--- src/rtl/serial_add_ctrl.sv ---
// serial_add_ctrl: bit-serial adder controller.
// Runs one 1-bit full-adder cell over two WIDTH-bit operands, LSB first,
// one bit per clock, behind a start/busy/done handshake.
// Optional build macro: SERIAL_ADD_OVF_EN adds the registered output ovf
// (two's-complement overflow of the last completed add).
module serial_add_ctrl #(
    parameter int WIDTH = 8
) (
    input  logic             clk,
    input  logic             rst,
    input  logic             start,
    input  logic [WIDTH-1:0] a,
    input  logic [WIDTH-1:0] b,
    input  logic             cin,
    output logic             busy,
    output logic             done,
    output logic [WIDTH-1:0] sum,
`ifdef SERIAL_ADD_OVF_EN
    output logic             ovf,
`endif
    output logic             cout
);

    localparam int CW = $clog2(WIDTH);
    localparam logic [CW-1:0] LAST_CNT = CW'(WIDTH - 1);

    typedef enum logic [1:0] {
        ST_IDLE = 2'd0,
        ST_ADD  = 2'd1,
        ST_DONE = 2'd2
    } state_e;

    state_e           state_q, state_d;
    logic [WIDTH-1:0] op_a_q, op_a_d;
    logic [WIDTH-1:0] op_b_q, op_b_d;
    // Only WIDTH-1 result bits need storing; the final bit is merged in on
    // the exit edge straight from the adder cell.
    logic [WIDTH-2:0] acc_q, acc_d;
    logic             carry_q, carry_d;
    logic [CW-1:0]    cnt_q, cnt_d;
    logic [WIDTH-1:0] sum_q, sum_d;
    logic             cout_q, cout_d;
`ifdef SERIAL_ADD_OVF_EN
    logic             ovf_q, ovf_d;
`endif

    // Full-adder cell on the current LSBs and the carry flip-flop.
    logic             fa_s, fa_c;
    logic [WIDTH-1:0] acc_shift;

    assign fa_s      = op_a_q[0] ^ op_b_q[0] ^ carry_q;
    assign fa_c      = (op_a_q[0] & op_b_q[0]) | (op_a_q[0] & carry_q) | (op_b_q[0] & carry_q);
    assign acc_shift = {fa_s, acc_q};

    // Register all state; every register clears on reset, including the result.
    // NOTE: datapath registers are reset too, so an aborted add leaves no stale sum/cout visible.
    always_ff @(posedge clk or posedge rst) begin
        if (rst) begin
            state_q <= ST_IDLE;
            op_a_q  <= '0;
            op_b_q  <= '0;
            acc_q   <= '0;
            carry_q <= 1'b0;
            cnt_q   <= '0;
            sum_q   <= '0;
            cout_q  <= 1'b0;
`ifdef SERIAL_ADD_OVF_EN
            ovf_q   <= 1'b0;
`endif
        end else begin
            // NOTE: non-blocking assignments so every register samples the pre-edge values.
            state_q <= state_d;
            op_a_q  <= op_a_d;
            op_b_q  <= op_b_d;
            acc_q   <= acc_d;
            carry_q <= carry_d;
            cnt_q   <= cnt_d;
            sum_q   <= sum_d;
            cout_q  <= cout_d;
`ifdef SERIAL_ADD_OVF_EN
            ovf_q   <= ovf_d;
`endif
        end
    end

    // Next-state and datapath control: accept in IDLE, shift in ADD, pulse in DONE.
    always_comb begin
        // NOTE: every _d defaults to its _q first, so no path can infer a latch.
        state_d = state_q;
        op_a_d  = op_a_q;
        op_b_d  = op_b_q;
        acc_d   = acc_q;
        carry_d = carry_q;
        cnt_d   = cnt_q;
        sum_d   = sum_q;
        cout_d  = cout_q;
`ifdef SERIAL_ADD_OVF_EN
        ovf_d   = ovf_q;
`endif
        unique case (state_q)
            ST_IDLE: begin
                if (start) begin
                    op_a_d  = a;
                    op_b_d  = b;
                    carry_d = cin;
                    cnt_d   = '0;
                    state_d = ST_ADD;
                end
            end
            ST_ADD: begin
                carry_d = fa_c;
                acc_d   = acc_shift[WIDTH-1:1];
                op_a_d  = op_a_q >> 1;
                op_b_d  = op_b_q >> 1;
                cnt_d   = cnt_q + CW'(1);
                if (cnt_q == LAST_CNT) begin
                    sum_d   = acc_shift;
                    cout_d  = fa_c;
`ifdef SERIAL_ADD_OVF_EN
                    // carry_q is the carry into the MSB, fa_c the carry out of it.
                    ovf_d   = carry_q ^ fa_c;
`endif
                    state_d = ST_DONE;
                end
            end
            ST_DONE: begin
                state_d = ST_IDLE;
            end
            default: begin
                state_d = ST_IDLE;
            end
        endcase
    end

    assign busy = (state_q == ST_ADD);
    assign done = (state_q == ST_DONE);
    assign sum  = sum_q;
    assign cout = cout_q;
`ifdef SERIAL_ADD_OVF_EN
    assign ovf  = ovf_q;
`endif

endmodule

--- config.mk ---
export PLATFORM = sky130hd
export DESIGN_NAME = serial_add_ctrl
export DESIGN_NICKNAME = d
export VERILOG_FILES = /design/src/rtl/serial_add_ctrl.sv
export SDC_FILE = /design/constraint.sdc
export NUM_CORES = 1
export LEC_CHECK = 0
export ABC_AREA = 0
export CORE_ASPECT_RATIO = 1.25
export CORE_MARGIN = 2
export CORE_UTILIZATION = 52
export DETAILED_ROUTE_END_ITERATION = 10
export PLACE_DENSITY = 0.78
export SYNTH_ARGS = -nofsm -noshare
export SYNTH_HDL_FRONTEND = slang
export SYNTH_SLANG_ARGS = --single-unit
--- constraint.sdc ---
create_clock -name clk -period 1.8 [get_ports clk]
set_input_delay 0.45 -clock clk [delete_from_list [all_inputs] [get_ports clk]]
set_output_delay 0.45 -clock clk [all_outputs]
set_load 0.1 [all_outputs]
==> impl_metrics.csv <==
group,metric,value,unit
die,die-area,4100,sq um
sta,hold_viol,0,
global_routing,grt_util_all_layers,20.2,%
setup_path,rr_worst_depth,4,
sta,holdWs,508,ps
sta,finClkSkew,4.15,ps
setup_path,required,1350,ps
clock_network,cts_buffers,5,
logic_synthesis,yosys.area.top_type,"dfrtp_1",
drt,post-route-drc-count,0,
logic_synthesis,synth_warnings,0,
logic_synthesis,syn_area,1870,sq um
sta,tns,0,ps
logic_synthesis,synth_seq_cells,38,
setup_path,setup.worst_path.start_class,"flop",
final_layout,drive_above_1_share,30.5,%
global_routing,antenna_found_initial,0,
sta,slew_viol_final,0,
clock_network,cts_hold_buffers,0,
logic_synthesis,postSynthCellCount,142,
die,core_area,3480,sq um
logic_synthesis,synthTopCellsByCount,"dfrtp_1 (38), inv_1 (17), nor3b_1 (14)",
clock_network,clock-sinks,38,
sta,slew_headroom,68.6,%
pwr,irDropWorstVdd,1.58,mV
die,start_util,53.7,%
final_layout,stdcell_count,216,
min_path,hold_path_class,"primary input to async pin",
die,die_y,71.1,microns
setup_path,worstPathArrival,1260,ps
logic_synthesis,yosys-top-cells-area,"dfrtp_1 (51%), mux2_4 (7.2%), nor3b_1 (5.6%)",
status,status,"finished clean",
logic_synthesis,synth_async_sr_flop_share,100,%
clock_network,htreeDepth,2,
setup_path,r2r_slack,350,ps
sta,fin_crit,1710,ps
final_layout,seq_area,951,sq um
clock_network,clk_pin_slew,80,ps
setup_path,cp-endpoint,"busy",
logic_synthesis,netlist.area_leader.share,50.8,%
sta,rsz0062_at_grt,"false",
drt,ant_nets,0,
setup_path,r2r_end,"sum[1]",
final_layout,fillCellCount,257,
logic_synthesis,avgSynthCellArea,13.2,sq um
logic_synthesis,synthesis.nets,165,
global_routing,grt.overflow.total,0,
final_layout,multi_input_area,769,sq um
drt,drtPass1Iterations,4,
setup_path,timing.rr.start,"cnt_q[0]",
clock_network,cts_buffer_depth,2,
setup_path,critPathCaptureType,"output pin",
logic_synthesis,synth-seq-area-share,50.8,%
logic_synthesis,yosysUniqueCellTypes,23,
final_layout,diodes,0,
drt,vias_per_cell,5.52,
place,dp_slack,66.4,ps
setup_path,critical_path_class,"flop to output pin",
place,post-dp-hpwl,2550,microns
clock_network,cts_tree,"done",
logic_synthesis,synth-main-ff-cell,"dfrtp_1",
final_layout,num-nets-final,199,
die,num_io_pins,31,
pwr,power-per-cell-area,2010,nW/um^2
sta,period_share,94.8,%
clock_network,cts_resized,0,
drt,drt-initial-drc-count,20,
drt,vias,1192,
place,placed_cells,208,
final_layout,syn2layout_area_growth,29.5,%
clock_network,clk_latency,290,ps
global_routing,grt_pass1_wl,6180,microns
die,die_w,57.7,microns
job,maxCapViolations,0,
place,routabilityCongestion,0.731,
pwr,p_leak,1.10,nW
setup_path,crit_path_start,"state_q[1]",
sta,setup_viol,0,
drt,post_drt_wl_per_cell,16.6,microns
sta,fmax,0.586,GHz
sta,tightest_slew,470,ps
global_routing,grt_start_max_net_pins,39,
global_routing,grt_pass1_vias,1322,
logic_synthesis,yosysMostFrequentCell,"dfrtp_1",
place,io_buffers,30,
logic_synthesis,synth_edf_count,0,
clock_network,cts_setup_buffers,0,
clock_network,root_buffer,"clkbuf_8",
drt,finalWirelength,3580,microns
sta,postLayoutSetupSlackWorst,94.4,ps
setup_path,critPathMaxFanout,7,
die,rows,24,
-- flip-flops by register name, summed over array words and instances, names as in the netlist --
signal and count:
sum 8, cnt_q 3, op_b_q 8, op_a_q 8, carry_q 1, cout 1, acc_q 7, state_q 2
-- metal layers --
metal	global-route usage [%]	up-vias	part of all wire, %
met1	23.9	586	40
met5	0	-	0
met3	3.47	7	4.3
met4	11.1	0	2.0
li1	-	568	-
met2	34.2	31	53
-- cell families after synthesis --
kind of cell / after synthesis / synth area share [%]
AOI/OAI and AO/OA: 21 / 11.4
buffers and inverters: 28 / 8.49
muxes: 17 / 12.0
DFF: 38 / 50.8
and+or+nand+nor: 35 / 14.8
adders and majority gates: 3 / 2.41
-- worst min-delay path by stage --
stage	startpoint	end	cells after the start
floorplan	cnt_q[1]	cnt_q[1]	1
detailed placement	cnt_q[1]	cnt_q[1]	1
global route	cnt_q[2]	cnt_q[2]	1
finish	rst	op_a_q[0]	3
CTS	cnt_q[1]	cnt_q[1]	1
global placement	acc_q[0]	sum[0]	1
-- worst max-delay path, stage by stage (launching register included) --
cell     delay, ps
dfrtp_1        470
nor2b_4        280
buf_12         210
-- power by group --
group	total (W)	switching (W)	leakage (nW)	internal [W]
Clock	0.000614	0.000306	0.0472	0.000308
Sequential	0.00157	0.000308	0.438	0.00126
Combinational	0.00269	0.00150	0.614	0.00119
Total	0.00488	0.00211	1.10	0.00276
-- placed cells by master (no fill, tap or decap), types with 2 or more instances in the layout --
master	synthesis	routed
a211oi_1	8	8
a221oi_2	5	5
a222oi_1	2	2
a22o_1	4	4
buf_12	0	13
buf_4	1	6
clkbuf_8	0	6
clkdlybuf4s50_1	0	19
dfrtp_1	38	38
ha_1	2	2
inv_1	17	17
mux2_2	8	8
mux2_4	9	9
nand2b_1	2	2
nor2b_1	8	7
nor2b_4	1	2
nor3b_1	14	14
nor4b_1	8	8
-- per-stage QoR --
step	util [%]	power, W	area [sq um]
3_5_place_dp	66.8	0.00429	2330
6_report	69.6	0.00488	2420
5_1_grt	69.6	0.00512	2420
4_1_cts	69.6	0.00491	2420
2_1_floorplan	-	0.00346	1880
3_3_place_gp	66.8	0.00415	2330
-- final cells by class --
cell class / count / area share (%)
Clock buffer: 6 / 3.41
Tap cell: 39 / 2.01
Inverter: 17 / 2.63
Clock inverter: 2 / 0.516
Timing Repair Buffer: 38 / 20.4
Multi-Input combinational cell: 76 / 31.8
Sequential cell: 38 / 39.2
Note: power is estimated with default switching activity, not from simulation.
